--- config.mk ---
export PLATFORM = sky130hd
export DESIGN_NAME = spi_mem_master_arb
export DESIGN_NICKNAME = d
export VERILOG_FILES = /design/src/rtl/spi_mem_pkg.sv /design/src/rtl/spi_rr_arbiter.sv /design/src/rtl/spi_mem_master_arb.sv
export SDC_FILE = /design/constraint.sdc
export NUM_CORES = 1
export LEC_CHECK = 0
export BUFFER_PORTS_ARGS = -buffer_cell sky130_fd_sc_hd__buf_2
export CAP_MARGIN = 20
export CORE_UTILIZATION = 35
export CTS_CLUSTER_DIAMETER = 60
export CTS_CLUSTER_SIZE = 24
export DETAILED_ROUTE_END_ITERATION = 6
export GPL_ROUTABILITY_DRIVEN = 0
export GPL_TIMING_DRIVEN = 0
export SYNTH_ARGS = -nofsm -noshare
export SYNTH_HDL_FRONTEND = slang
export SYNTH_HIERARCHICAL = 1
export SYNTH_SLANG_ARGS = --single-unit
--- constraint.sdc ---
create_clock -name clk -period 5.05 [get_ports clk]
set_input_delay 1.01 -clock clk [delete_from_list [all_inputs] [get_ports clk]]
set_output_delay 1.01 -clock clk [all_outputs]
set_load 0.05 [all_outputs]
--- src/rtl/spi_mem_pkg.sv ---
// Shared widths, frame geometry, FSM states and request layout for the SPI
// register-memory master.
package spi_mem_pkg;

    localparam int   ADDR_BITS  = 10;
    localparam int   DATA_BITS  = 48;
    localparam int   HDR_BITS   = 12;
    localparam int   FRAME_BITS = HDR_BITS + DATA_BITS;
    localparam int   EDGES      = 2 * FRAME_BITS;
    localparam logic RW_WRITE   = 1'b1;

    typedef enum logic [2:0] {IDLE, SETUP, XFER, HOLD, GAP} state_t;

    typedef struct packed {
        logic                 rw;
        logic [ADDR_BITS-1:0] addr;
        logic [DATA_BITS-1:0] wdata;
    } req_t;

    function automatic logic [HDR_BITS-1:0] build_hdr(input logic rw,
                                                      input logic [ADDR_BITS-1:0] addr);
        return {rw, 1'b0, addr};
    endfunction

endpackage

--- src/rtl/spi_rr_arbiter.sv ---
// Two-way round-robin arbiter; the pointer remembers the last winner and
// moves on every grant.
module spi_rr_arbiter (
    input  logic       clk,
    input  logic       rst,
    input  logic [1:0] valid,
    input  logic       enable,
    output logic [1:0] grant,
    output logic       ptr_nxt
);

    logic last_q;

    always_comb begin
        grant = 2'b00;
        if (enable) begin
            case (valid)
                2'b01:   grant = 2'b01;
                2'b10:   grant = 2'b10;
                2'b11:   grant = last_q ? 2'b01 : 2'b10;
                default: grant = 2'b00;
            endcase
        end
    end

    assign ptr_nxt = grant[1];

    // Reset value 1 makes requester 0 win the first contested grant.
    always_ff @(posedge clk) begin
        if (rst)
            last_q <= 1'b1;
        else if (|grant)
            last_q <= ptr_nxt;
    end

endmodule

--- src/rtl/spi_mem_master_arb.sv ---
// Two-requester SPI master: arbitrates, shifts a 60-bit frame out in any
// CPOL/CPHA mode, captures read data and returns one response per request.
module spi_mem_master_arb
    import spi_mem_pkg::*;
#(
    parameter int CLK_DIV = 4,
    parameter int CS_GAP  = 4
) (
    input  logic                 clk,
    input  logic                 rst,
    input  logic                 cpol,
    input  logic                 cpha,
    input  logic                 req0_valid,
    output logic                 req0_ready,
    input  logic                 req0_rw,
    input  logic [ADDR_BITS-1:0] req0_addr,
    input  logic [DATA_BITS-1:0] req0_wdata,
    output logic                 rsp0_valid,
    output logic [DATA_BITS-1:0] rsp0_rdata,
    input  logic                 req1_valid,
    output logic                 req1_ready,
    input  logic                 req1_rw,
    input  logic [ADDR_BITS-1:0] req1_addr,
    input  logic [DATA_BITS-1:0] req1_wdata,
    output logic                 rsp1_valid,
    output logic [DATA_BITS-1:0] rsp1_rdata,
    output logic                 sclk,
    output logic                 cs_n,
    output logic                 mosi,
    input  logic                 miso,
    output logic                 busy
);

    localparam int CNT_MAX = (CLK_DIV > CS_GAP) ? CLK_DIV : CS_GAP;
    localparam int CNT_W   = $clog2(CNT_MAX);
    localparam int EDGE_W  = $clog2(EDGES + 1);

    req_t [1:0]                 req;
    req_t                       sel;
    logic [1:0]                 req_valid, grant;
    logic                       owner_nxt, arb_en;
    state_t                     state_q, state_d;
    logic [CNT_W-1:0]           cnt_q, cnt_d;
    logic [EDGE_W-1:0]          edge_q, edge_idx;
    logic                       fire, drive, sample;
    logic                       owner_q, rw_q, cpol_q, cpha_q;
    logic [FRAME_BITS-1:0]      frame, shreg_q;
    logic [DATA_BITS-1:0]       rx_q;
    logic [1:0]                 rsp_valid_q;
    logic [1:0][DATA_BITS-1:0]  rdata_q;
    logic                       sclk_q, cs_n_q, mosi_q, busy_q;

    assign req[0]    = '{rw: req0_rw, addr: req0_addr, wdata: req0_wdata};
    assign req[1]    = '{rw: req1_rw, addr: req1_addr, wdata: req1_wdata};
    assign req_valid = {req1_valid, req0_valid};
    assign arb_en    = (state_q == IDLE) && !rst;
    assign sel       = req[owner_nxt];
    assign frame     = {build_hdr(sel.rw, sel.addr),
                        (sel.rw == RW_WRITE) ? sel.wdata : {DATA_BITS{1'b0}}};

    spi_rr_arbiter u_arb (
        .clk     (clk),
        .rst     (rst),
        .valid   (req_valid),
        .enable  (arb_en),
        .grant   (grant),
        .ptr_nxt (owner_nxt)
    );

    always_comb begin
        state_d  = state_q;
        cnt_d    = cnt_q + 1'b1;
        fire     = 1'b0;
        edge_idx = edge_q;
        case (state_q)
            IDLE: begin
                cnt_d = '0;
                if (|grant) state_d = SETUP;
            end
            SETUP: if (cnt_q == CNT_W'(CLK_DIV - 1)) begin
                fire     = 1'b1;
                edge_idx = '0;
                cnt_d    = '0;
                state_d  = XFER;
            end
            XFER: if (cnt_q == CNT_W'(CLK_DIV - 1)) begin
                fire  = 1'b1;
                cnt_d = '0;
                if (edge_q == EDGE_W'(EDGES - 1)) state_d = HOLD;
            end
            HOLD: if (cnt_q == CNT_W'(CLK_DIV - 1)) begin
                cnt_d   = '0;
                state_d = GAP;
            end
            GAP: if (cnt_q == CNT_W'(CS_GAP - 1)) begin
                cnt_d   = '0;
                state_d = IDLE;
            end
            default: state_d = IDLE;
        endcase
    end

    // Even edges lead, odd edges trail; cpha picks which one drives and which samples.
    assign drive  = fire && (edge_idx[0] != cpha_q);
    assign sample = fire && (edge_idx[0] == cpha_q) && (edge_idx >= EDGE_W'(2 * HDR_BITS));

    always_ff @(posedge clk) begin
        if (rst) begin
            state_q     <= IDLE;
            cnt_q       <= '0;
            edge_q      <= '0;
            owner_q     <= 1'b0;
            rw_q        <= 1'b0;
            cpol_q      <= 1'b0;
            cpha_q      <= 1'b0;
            shreg_q     <= '0;
            rx_q        <= '0;
            rsp_valid_q <= '0;
            rdata_q     <= '0;
            sclk_q      <= 1'b0;
            cs_n_q      <= 1'b1;
            mosi_q      <= 1'b0;
            busy_q      <= 1'b0;
        end else begin
            state_q     <= state_d;
            cnt_q       <= cnt_d;
            rsp_valid_q <= '0;
            if (fire) begin
                edge_q <= edge_idx + 1'b1;
                sclk_q <= ~sclk_q;
            end
            if (drive) begin
                mosi_q  <= shreg_q[FRAME_BITS-1];
                shreg_q <= shreg_q << 1;
            end
            if (sample) rx_q <= {rx_q[DATA_BITS-2:0], miso};
            case (state_q)
                IDLE: begin
                    sclk_q <= cpol;
                    if (|grant) begin
                        owner_q <= owner_nxt;
                        rw_q    <= sel.rw;
                        cpol_q  <= cpol;
                        cpha_q  <= cpha;
                        cs_n_q  <= 1'b0;
                        busy_q  <= 1'b1;
                        rx_q    <= '0;
                        // cpha=0 presents bit 59 while CS settles; cpha=1 waits for edge 0.
                        shreg_q <= cpha ? frame : (frame << 1);
                        mosi_q  <= cpha ? 1'b0 : frame[FRAME_BITS-1];
                    end
                end
                HOLD: if (state_d == GAP) begin
                    cs_n_q               <= 1'b1;
                    mosi_q               <= 1'b0;
                    sclk_q               <= cpol_q;
                    rsp_valid_q[owner_q] <= 1'b1;
                    rdata_q[owner_q]     <= (rw_q == RW_WRITE) ? {DATA_BITS{1'b0}} : rx_q;
                end
                GAP: if (state_d == IDLE) busy_q <= 1'b0;
                default: ;
            endcase
        end
    end

    assign req0_ready = grant[0];
    assign req1_ready = grant[1];
    assign rsp0_valid = rsp_valid_q[0];
    assign rsp1_valid = rsp_valid_q[1];
    assign rsp0_rdata = rdata_q[0];
    assign rsp1_rdata = rdata_q[1];
    assign sclk       = sclk_q;
    assign cs_n       = cs_n_q;
    assign mosi       = mosi_q;
    assign busy       = busy_q;

endmodule

==> impl_results.md <==
- Status: complete, no violations
- Storage cell area: between 4000 and 5000 µm²
- Final-stage net count: 1610
- Seq cells post-synth: 227
- CP max stage delay: 330 ps
- Max Fanout on Critical Path: 10
- Final worst-path cycle share: 0.748
- Leak: 4.77 nW
- CTS tree: built
- Global-route wire length before repair: 49.1 mm
- Port-buffer cells: about 230
- Dpl cells: 1841
- Detailed Routing Iterations Pass 1: 5
- Post-synthesis cell count: 1229
- Post-route setup TNS: 0 ps
- Row Count: 62
- Sequential-to-total area share from yosys stat: 0.442
- Yosys Warn Count: 6
- Clock Latency Late Sink: 520 ps
- Die X: 173 µm
- Maximum buffer depth of the clock tree: 3
- # hold bufs at CTS: 0
- Peak supply drop: roughly 0.00026 V
- Reg clk slew, reported paths: 70 ps
- DRC errors left: 0
- Critical path launch point type: primary input
- Post-synth EDFFs: 0
- Share of layout cells above drive strength 1: 0.237
- Number of antenna repair diodes: 0
- XOR/XNOR share of the synthesized area: 0.00341
- Slew Limit Fails: 0
- Fraction of the mapped netlist area in adder cells: 0.00365
- Antenna viol nets, final: 0
- Post-synth top cells: nand2_1, dfxtp_1, a21oi_1
- Synth area leaders: dfxtp_1, nand2_1, mux2i_1
- Gr ovfl total: 0
- Power Density: around 320 nW/µm²
- Worst Setup End Kind: primary output
- Core Box Area: around 29000 µm²
- Top cell type by total area after synthesis: dfxtp_1
- Cell with the most instances after synthesis: nand2_1
- Area Growth Syn to Fin: 22.9%
- Final Setup Violations: 0
- Post-route minimum period: roughly 3800 ps
- Post-Syn Nets: 1357
- Actual slew at the worst max-slew pin: 909 ps
- Synth Area in Compound Gates: 0.153
- Final wirelength: roughly 31 mm
- Finished Layout Cells: around 1900
- Max-cap violations: 0
- Mux share of post-synthesis cell area: 0.129
- Initial antenna violation count: 1
- Crit path from: rst
- Critical path's slowest cell: buf_2
- Reg2Reg Launch Point: state_q[2]
- Main flop type after synthesis: dfxtp_1
- Full die area: 30100 µm²
- Final Hold Fails: 0
- Hold Path Class: register to register
- I/O pin cnt: 229
- Top delay family on crit path: buffers and inverters
- Via count of the first global-routing pass: 9136
- Num CTS Buffers: 23
- Largest net degree at the start of global routing: 21
- WP data arrival: 2770 ps
- WHS: 442 ps
- All-Layer GR Usage: 0.202
- Ys async rst share: 0
- Clk root buf: clkbuf_16
- Max Fclk: 265 MHz
- H-tree levels: 1
- Worst path required time: approximately 4000 ps
- Area occupied by multi-input gates: 5200 µm²
- Via/cell ratio: a little over 5
- Util after Layout: 0.439
- Post-CTS Resized: 0
- Synthesized area: around 10000 µm²
- WL/cell: 16.6 µm
- # fillers: roughly 2900
- Buf/Inv on CP: 4
- Largest family of logic cells by synthesized area: simple AND/OR/NAND/NOR gates
- Post-synthesis simple-gate area fraction: 0.217
- Netlist cell types: 56
- Vias: 9689
- Unrepaired setup endpoints after global routing: no
- # Post-CTS Setup Buffers: 0
- Crit Path Class: primary input to primary output
- Top cell type's share of synthesized area: 0.442
- Synthesized area per cell: approximately 8.4 µm²
- Die span in y: between 150 and 200 µm
- Rel. slew slack: 0.390
- CTS Sinks: roughly 230
- Post-DP HPWL: 22.7 mm
- Clock skew: 26.9 ps
- Hold path start: cnt_q[0]
- Starting Density: 0.357
- CP cell instances: buf_2, clkbuf_1, clkbuf_1, nor2_1, nand2_1, a21oi_1, buf_2
- Initial drt markers: 569
[per-stage QoR]
step	instance area, µm²	power [mW]	setup WS (ps)
6_report	12600	4.02	1270
2_1_floorplan	10300	2.19	1510
3_5_place_dp	11900	2.35	790
5_1_grt	12600	4.18	1010
4_1_cts	12600	4.06	1260
3_3_place_gp	11900	2.35	853
[area by class of cell]
cell class,count,share of cell area
multi-input cells,890,0.411
flip-flops and latches,227,0.360
repair buffers,228,0.0903
clock buffers,28,0.0470
plain buffers,106,0.0405
well taps,384,0.0380
clock inverters,10,0.0113
inverters,6,0.00178
[metal layers]
metal	wire length, µm	track usage	part of all wire	up-vias
met4	518	0.0398	0.017	2
met5	10	0	0.00032	-
met1	14100	0.270	0.45	4605
li1	-	-	-	4767
met2	14700	0.339	0.47	279
met3	1860	0.0357	0.060	36
[final timing paths]
kind	endpoint	slack, ps	cells past startpoint
min	cnt_q[0]	440	1
max reg2reg	shreg_q[20]	1630	11
max	req0_ready	1270	7
min reg2reg	cnt_q[0]	440	1
[worst register-to-register path: cells and delay by family (launching register included)]
kind,cells,cell delay (ps)
multiplexers,1,640
AND/OR/NAND/NOR,5,1140
AO/OA/AOI/OAI,2,240
buffers and inverters,3,930
flip-flops,1,320
[state kept, by name, indices dropped and copies added, names as in the netlist, 2 cells and up]
register	cells
rsp0_rdata	48
state_q	3
shreg_q	60
edge_q	7
rsp1_rdata	48
cnt_q	2
rx_q	48
rsp_valid_q	2
[cell families (layout without fill, tap and decap cells)]
logic type	after synthesis	in the layout
AO/OA/AOI/OAI	263	263
multiplexers	128	128
flip-flops	227	227
XOR/XNOR	4	4
buffers and inverters	112	378
AND/OR/NAND/NOR	492	492
adder cells (fa/ha/maj)	3	3
[where the power goes]
part / internal (mW) / switching [mW] / total (mW)
combinational: 0.165 / 0.274 / 0.439
clock: 0.926 / 0.781 / 1.71
sequential: 1.84 / 0.0347 / 1.88
total: 2.93 / 1.09 / 4.02
[placed cells by master (no fill, tap or decap), drive strengths merged, types with 4 or more instances in the layout]
cell type	n
a211oi	26
a21boi	8
a21oi	170
a221oi	11
a311oi	4
a32oi	7
buf	284
clkbuf	78
dfxtp	227
inv	12
mux2	33
mux2i	95
nand2	309
nand2b	5
nand3	26
nor2	22
nor2b	48
nor3	55
o211ai	7
o221ai	8
o22ai	8
or3	9
Power figures use the tool's default switching activity.
